## src/rtl/one_bank_pkg.sv

```systemverilog
// Shared types and constants for the one_bank light lane.
// Level range, prescaler sizing and the speed-to-period mapping live here.
package one_bank_pkg;

  localparam int NUM_LIGHTS = 5;
  localparam int LVL_W      = 3;
  localparam int SLOW_DIV   = 8;
  localparam int PRE_W      = $clog2(SLOW_DIV);

  typedef enum logic [1:0] {
    IDLE = 2'd0,
    RUN  = 2'd1,
    HALT = 2'd2
  } bank_state_t;

  // Clock cycles per level step for each speed code.
  function automatic logic [PRE_W:0] period(input logic [1:0] speed);
    case (speed)
      2'b00:   period = (PRE_W+1)'(SLOW_DIV);
      2'b01:   period = (PRE_W+1)'(SLOW_DIV / 2);
      2'b10:   period = (PRE_W+1)'(SLOW_DIV / 4);
      default: period = (PRE_W+1)'(1);
    endcase
  endfunction

endpackage

```

## src/rtl/one_bank_cyber.sv

```systemverilog
// Start/stop sequencer: registered start edge detect feeding an IDLE/RUN/HALT FSM.
// up is Moore (state register only); stop always outranks a start edge.
module cyber
  import one_bank_pkg::*;
(
  input  logic Clock,
  input  logic Reset,
  input  logic start,
  input  logic stop,
  output logic up
);

  bank_state_t state, state_nxt;
  logic        start_q;
  logic        start_rise;

  assign start_rise = start & ~start_q;

  always_ff @(posedge Clock or posedge Reset) begin
    if (Reset) begin
      state   <= IDLE;
      start_q <= 1'b0;
    end else begin
      state   <= state_nxt;
      start_q <= start;
    end
  end

  always_comb begin
    state_nxt = state;
    case (state)
      IDLE:    if (!stop && start_rise) state_nxt = RUN;
      RUN:     if (stop) state_nxt = HALT;
      HALT:    if (!stop && start_rise) state_nxt = RUN;
      default: state_nxt = IDLE;
    endcase
  end

  assign up = (state == RUN);

endmodule

```

## src/rtl/one_bank_decoder.sv

```systemverilog
// Thermometer decode of the level: light i is on when level exceeds i.
// Purely combinational; levels above NUM_LIGHTS saturate to all on.
module decoder
  import one_bank_pkg::*;
(
  input  logic [LVL_W-1:0]      level,
  output logic [NUM_LIGHTS-1:0] lights
);

  for (genvar i = 0; i < NUM_LIGHTS; i++) begin : g_light
    assign lights[i] = (level > LVL_W'(i));
  end

endmodule

```

## src/rtl/one_bank_inclight.sv

```systemverilog
// Rate-divided level counter: steps level once per period while up, wrapping past NUM_LIGHTS.
// Prescaler clears whenever up drops, so a resume always waits a full period.
module incLight
  import one_bank_pkg::*;
(
  input  logic             Clock,
  input  logic             Reset,
  input  logic             up,
  input  logic [1:0]       speed,
  output logic [LVL_W-1:0] level
);

  logic [PRE_W-1:0] prescaler;
  logic [PRE_W:0]   last;
  logic             tick;

  assign last = period(speed) - (PRE_W+1)'(1);
  // >= rather than == so a drop to a faster speed mid-count steps right away.
  assign tick = ({1'b0, prescaler} >= last);

  always_ff @(posedge Clock or posedge Reset) begin
    if (Reset) begin
      prescaler <= '0;
      level     <= '0;
    end else if (!up) begin
      prescaler <= '0;
    end else if (tick) begin
      prescaler <= '0;
      level     <= (level == LVL_W'(NUM_LIGHTS)) ? '0 : level + LVL_W'(1);
    end else begin
      prescaler <= prescaler + PRE_W'(1);
    end
  end

endmodule

```

## src/rtl/one_bank.sv

```systemverilog
// One lane of the light-game display: sequencer -> rate counter -> thermometer decoder.
// out is decoded from registered level only, so it never glitches on input changes.
module one_bank
  import one_bank_pkg::*;
(
  input  logic                  Clock,
  input  logic                  Reset,
  input  logic [1:0]            speed,
  input  logic                  start,
  input  logic                  stop,
  output logic [NUM_LIGHTS-1:0] out
);

  logic             up;
  logic [LVL_W-1:0] level;

  cyber u_cyber (
    .Clock (Clock),
    .Reset (Reset),
    .start (start),
    .stop  (stop),
    .up    (up)
  );

  incLight u_inclight (
    .Clock (Clock),
    .Reset (Reset),
    .up    (up),
    .speed (speed),
    .level (level)
  );

  decoder u_decoder (
    .level  (level),
    .lights (out)
  );

endmodule

```

## config.mk

```make
export PLATFORM = sky130hd
export DESIGN_NAME = one_bank
export DESIGN_NICKNAME = d
export VERILOG_FILES = /design/src/rtl/one_bank_pkg.sv /design/src/rtl/one_bank_cyber.sv /design/src/rtl/one_bank_decoder.sv /design/src/rtl/one_bank_inclight.sv /design/src/rtl/one_bank.sv
export SDC_FILE = /design/constraint.sdc
export NUM_CORES = 1
export LEC_CHECK = 0
export BUFFER_PORTS_ARGS = -buffer_cell sky130_fd_sc_hd__buf_2
export CAP_MARGIN = 20
export CORE_AREA = 2 2 39 41
export CTS_CLUSTER_SIZE = 12
export DETAILED_ROUTE_END_ITERATION = 8
export DIE_AREA = 0 0 41 43
export GPL_TIMING_DRIVEN = 0
export SYNTH_ARGS = -nofsm -noshare
export SYNTH_HDL_FRONTEND = slang
export SYNTH_SLANG_ARGS = --single-unit
```

## constraint.sdc

```tcl
create_clock -name Clock -period 2.2 [get_ports Clock]
set_clock_uncertainty 0.2 [all_clocks]
set_input_delay 0.66 -clock Clock [delete_from_list [all_inputs] [get_ports Clock]]
set_output_delay 0.66 -clock Clock [all_outputs]
set_load 0.03 [all_outputs]
```

== Yosys cells after proc, flatten, opt, wreduce, memory -nomap -nowiden ==
Index checks and enable logic that the tools add are counted.

* Add/subtract/negate cells: 3
* Reductions and logical operators: 7
* Bitwise operators: 2
* Muxes and demuxes: 7
* Eq/ne operators: 7
* Order comparisons: 6

{| class="wikitable"
|+ Operators with widths
! kind !! number
|-
| $pmux W4 S3 || 1
|-
| $mux W3 || 3
|-
| $add A3 B1 Y3 const B || 2
|-
| $gt A3 B1 Y1 const B || 2
|-
| $gt A3 B2 Y1 const B || 2
|-
| $eq A2 B1 Y1 const B || 2
|-
| $eq A2 B2 Y1 const B || 2
|-
| $ge A3 B4 Y1 || 1
|-
| $logic_not A2 Y1 || 2
|-
| $mux W2 || 2
|-
| $pmux W2 S2 || 1
|-
| $reduce_and A2 Y1 || 2
|-
| $sub A4 B1 Y4 const B || 1
|-
| $eq A3 B3 Y1 const B || 1
|-
| $gt A3 B3 Y1 const B || 1
|-
| $ne A2 B1 Y1 const B || 1
|-
| $ne A2 B2 Y1 const B || 1
|-
| $reduce_or A2 Y1 || 1
|-
| $and A1 B1 Y1 || 1
|-
| $logic_and A1 B1 Y1 || 1
|-
| $logic_not A1 Y1 || 1
|-
| $not A1 Y1 || 1
|}

* Output and inout bits: 5
* Input port bits: 6
* Flip-flop bits (word level): 9
* Logic and storage cells: 36

== Longest topological paths before layout ==
* Depth in word-level cells: 6
* Mapped depth: 6
* Depth with buffers taken out: 6

== Cells and area by module ==
From an unflattened synthesis, not the netlist that was laid out.

* Cells, all modules: 47
* Area, all modules: 511.7 um^2

{| class="wikitable"
|+ Modules (own cells, without submodules)
! module !! cells each !! area each (um^2) !! seq. area each (um^2) !! instances
|-
| incLight || 32 || 346.6 || 150.1 || 1
|-
| cyber || 10 || 132.6 || 75.1 || 1
|-
| decoder || 5 || 32.5 || 0.0 || 1
|}

== Worst setup path before layout ==
Ideal clock, no wire load.

* Kind: input -> register
* From: input speed[0]
* To: register u_inclight.level[2]
* Library setup time: 0.125 ns
* Path slack: -0.177 ns
* Required time: 1.875 ns
* Arrival time: 2.052 ns
* Path buffers: 0
* Stages: 6
* Cell sequence: or2_2 > ha_1 > a21o_1 > a31oi_2 > nand2b_4 > mux2_4

* Word-level cells in the longest chain between the ends: 5
* Elaborated cells between the ends (all ways): 7
* Those cells by class: 1 x add/sub; 1 x order compare; 2 x eq/ne; 1 x mux; 2 x reduce/logical

{| class="wikitable"
|+ RTL lines
! element !! line !! source
|-
| from (decl) || one_bank.sv:8 || <nowiki>input logic [1:0] speed,</nowiki>
|-
| $eq A2 B2 Y1, or another cell as far along || one_bank_pkg.sv:18 || <nowiki>case (speed)</nowiki>
|-
| $pmux W4 S3 (*) || one_bank_pkg.sv:18 ||
|-
| $sub A4 B1 Y4 (*) || one_bank_inclight.sv:17 || <nowiki>assign last = period(speed) - (PRE_W+1)'(1);</nowiki>
|-
| $ge A3 B4 Y1 (*) || one_bank_inclight.sv:19 || <nowiki>assign tick = ({1'b0, prescaler} >= last);</nowiki>
|-
| $reduce_and A2 Y1 (no source line) (*) || -- ||
|-
| to (signal assigned) || one_bank_inclight.sv:29 || <nowiki>level <= (level == LVL_W'(NUM_LIGHTS)) ? '0 : level + LVL_W'(1);</nowiki>
|-
| to (decl) || one_bank_inclight.sv:10 || <nowiki>output logic [LVL_W-1:0] level</nowiki>
|}

Mark *: on every way between the ends. The rest lies on a longest branch, timed or not.
A chain may end at the register's enable or synchronous reset.

== Worst setup path in the final report ==
* From: register u_inclight.level[1]
* To: output out[3]

* Word-level cells in the longest chain between the ends: 1

{| class="wikitable"
|+ RTL lines
! element !! line !! source
|-
| $gt A3 B2 Y1 || one_bank_decoder.sv:11 || <nowiki>assign lights[i] = (level > LVL_W'(i));</nowiki>
|-
| to (decl) || one_bank.sv:11 || <nowiki>output logic [NUM_LIGHTS-1:0] out</nowiki>
|}

No other way between the ends.

==> flow_metrics.tcl <==
set metrics [dict create \
    dr_wl_met2_um 306 \
    power_leakage_nw 0.331 \
    grt_antenna_before_repair 0 \
    rsz0062_at_grt "true" \
    grt-ovfl-total 0 \
    post-route-util_pct 46.0 \
    ys_ff_latch 9 \
    diodes 0 \
    yosysWarningCount 0 \
    dp_hpwl_um 578 \
    slowest_stage "dfrtp_1" \
    slowest_delay_ns 0.40 \
    dieHeight_um 43 \
    worstSetupEndpointType "primary output" \
    hold_class "in -> async" \
    place_congestion 0.633 \
    first_pass_iters 2 \
    final_max_slew_viol_count 0 \
    crit_arrival_ns 1.29 \
    die_area_um2 1760 \
    fmax_mhz 466 \
    cp_num_buf_inv 1 \
    met3RoutedLength_um 43 \
    grt_max_degree 10 \
    finalHoldViolCount 0 \
    viasPerCell 4.43 \
    syn-num-nets 60 \
    finalPower_mw 0.672 \
    hold_buffers 0 \
    cts_tree "done" \
    rows 14 \
    grtUsageTotal_pct 11.2 \
    status "finished, final reports clean" \
    max_cap_viol_count 0 \
    vias 354 \
    nFillCells 134 \
    period_needed_ns 2.15 \
    clk_latency_ns 0.25 \
    core_um2 1380 \
    layout_common_cells "buf_2, dfrtp_1, nand2_1" \
    cp_max_fo 4 \
    wl_um 719 \
    hold_ws_ns 0.153 \
    layout_worst_path_cycle_share_pct 97.5 \
    criticalPathCategory "reg -> out" \
    first_global_vias 345 \
    io_buffers 10 \
    slew_headroom_pct 77.7 \
    chipWidth_um 41 \
    clockBufferDepth 2 \
    root_buffer "clkbuf_4" \
    drive_gt1_share_pct 35.9 \
    top_layer "met3" \
    htreeDepth 1 \
    cp.required_ns 1.34 \
    yosysSeqAreaShare_pct 44.7 \
    clock-sinks 9 \
    synth_cell_types 21 \
    synth_cells 49 \
    grt_pass1_wl_mm 1.30 \
    ant_nets 0 \
    drt_iter0_drc 10 \
    ios 11 \
    wl_met1_um 369 \
    drc 0 \
    clkSlewWorstSetupHoldPaths_ns 0.06 \
    postSynthAreaPerCell_um2 10.3 \
    cts_made_buffers 3 \
    syn-cell-area_um2 504 \
    start_util_pct 36.4 \
    syn_to_final_growth_pct 26.3 \
    path_cells "and2_4, or2_1, nor2b_1, buf_4" \
    setup_violations 0 \
    crit_family "simple AND/OR/NAND/NOR gates" \
    startpoint_type "flop" \
    worst_slew_pin_slew_ns 0.334 \
    wl_per_cell_um 8.99 \
    fin_nets 76 \
    pwr_density_cell_nw_per_um2 1050 \
    irDropWorstVdd_mv 0.451 \
]
==> logic make-up after synthesis <==
group / Yosys count / synth area share (%)
AO/OA/AOI/OAI: 8 / 11.7
XOR/XNOR: 2 / 3.47
adder cells (fa/ha/maj): 5 / 12.4
buffers and inverters: 4 / 2.98
flip-flops: 9 / 44.7
multiplexers: 1 / 2.98
AND/OR/NAND/NOR: 20 / 21.8
==> where the power goes <==
part           switching (mW)  total [mW]  internal, mW
registers              0.0222       0.220         0.198
clock network          0.0501       0.120        0.0694
logic                   0.200       0.332         0.132
==> per-stage QoR <==
step                setup TNS, ns  setup slack, ns  std cells  cell area, um^2
finish                          0           0.0547         80              637
global route              -0.0176          -0.0176         80              637
CTS                             0           0.0201         80              623
detailed placement         -0.264           -0.240         75              589
global placement           -0.263           -0.241         75              589
floorplan                 -0.0450          -0.0450         49              519
==> sequential cells by signal, indices dropped and copies added, names as in the netlist <==
name / count
u_inclight.level: 3
u_inclight.prescaler: 3
u_cyber.state: 2
u_cyber.start_q: 1
==> synthesized netlist by cell type <==
master	instances	area [um^2]
a31oi_1	1	6.26
nand2b_1	2	12.5
and2b_4	1	10.0
o21ba_2	1	10.0
inv_1	4	15.0
and2_1	1	6.26
nor2b_1	1	6.26
dfrtp_1	9	225
xnor2_1	2	17.5
nor2_1	5	18.8
ha_1	5	62.6
and3_2	1	7.51
o31ai_1	1	7.51
a21o_1	1	7.51
mux2_4	1	15.0
a31oi_2	1	12.5
nand2b_4	1	13.8
or2_2	1	6.26
or2_1	1	6.26
o21ai_0	3	15.0
nand2_1	6	22.5
==> metal layers <==
layer,global-route usage [%],vias up
met1,14.5,153
met3,3.14,0
met2,15.3,8
li1,-,193
met4,8.00,0
met5,0,-
==> worst register-to-register path: cells and delay by family, from the launching register on <==
| kind | cells | cell delay (ns) |
|---|---|---|
| AOI/OAI and AO/OA | 1 | 0.24 |
| DFF | 1 | 0.37 |
| muxes | 1 | 0.29 |
| and+or+nand+nor | 2 | 0.35 |
| adders and majority gates | 1 | 0.27 |
| buffers and inverters | 1 | 0.05 |
==> layout make-up <==
| class | count | area, um^2 | share of cell area (%) |
|---|---|---|---|
| Tap cell | 16 | 20.0 | 3.14 |
| Sequential cell | 9 | 225 | 35.4 |
| Inverter | 4 | 15.0 | 2.36 |
| Timing Repair Buffer | 11 | 60.1 | 9.43 |
| Multi-Input combinational cell | 36 | 290 | 45.6 |
| Clock buffer | 4 | 26.3 | 4.13 |
==> final timing paths <==
path / startpoint / endpoint / slack, ns / cells past startpoint
max: u_inclight.level[1] / out[3] / 0.05 / 4
min: Reset / u_inclight.level[2] / 0.15 / 2
max reg2reg: u_inclight.prescaler[0] / u_inclight.level[2] / 0.32 / 6
min reg2reg: u_inclight.prescaler[0] / u_inclight.prescaler[0] / 0.26 / 1
max in group asynchronous: Reset / u_inclight.level[1] / 1.40 / 2
min in group Clock: u_inclight.prescaler[0] / u_inclight.prescaler[0] / 0.26 / 1
==> repair_timing <==
action	CTS	global route
endpoints found under the setup margin	1	2
endpoints found under the hold margin	0	0
buffers inserted	1	0
gates resized for setup	0	4
(Power assumes the default switching activity.)
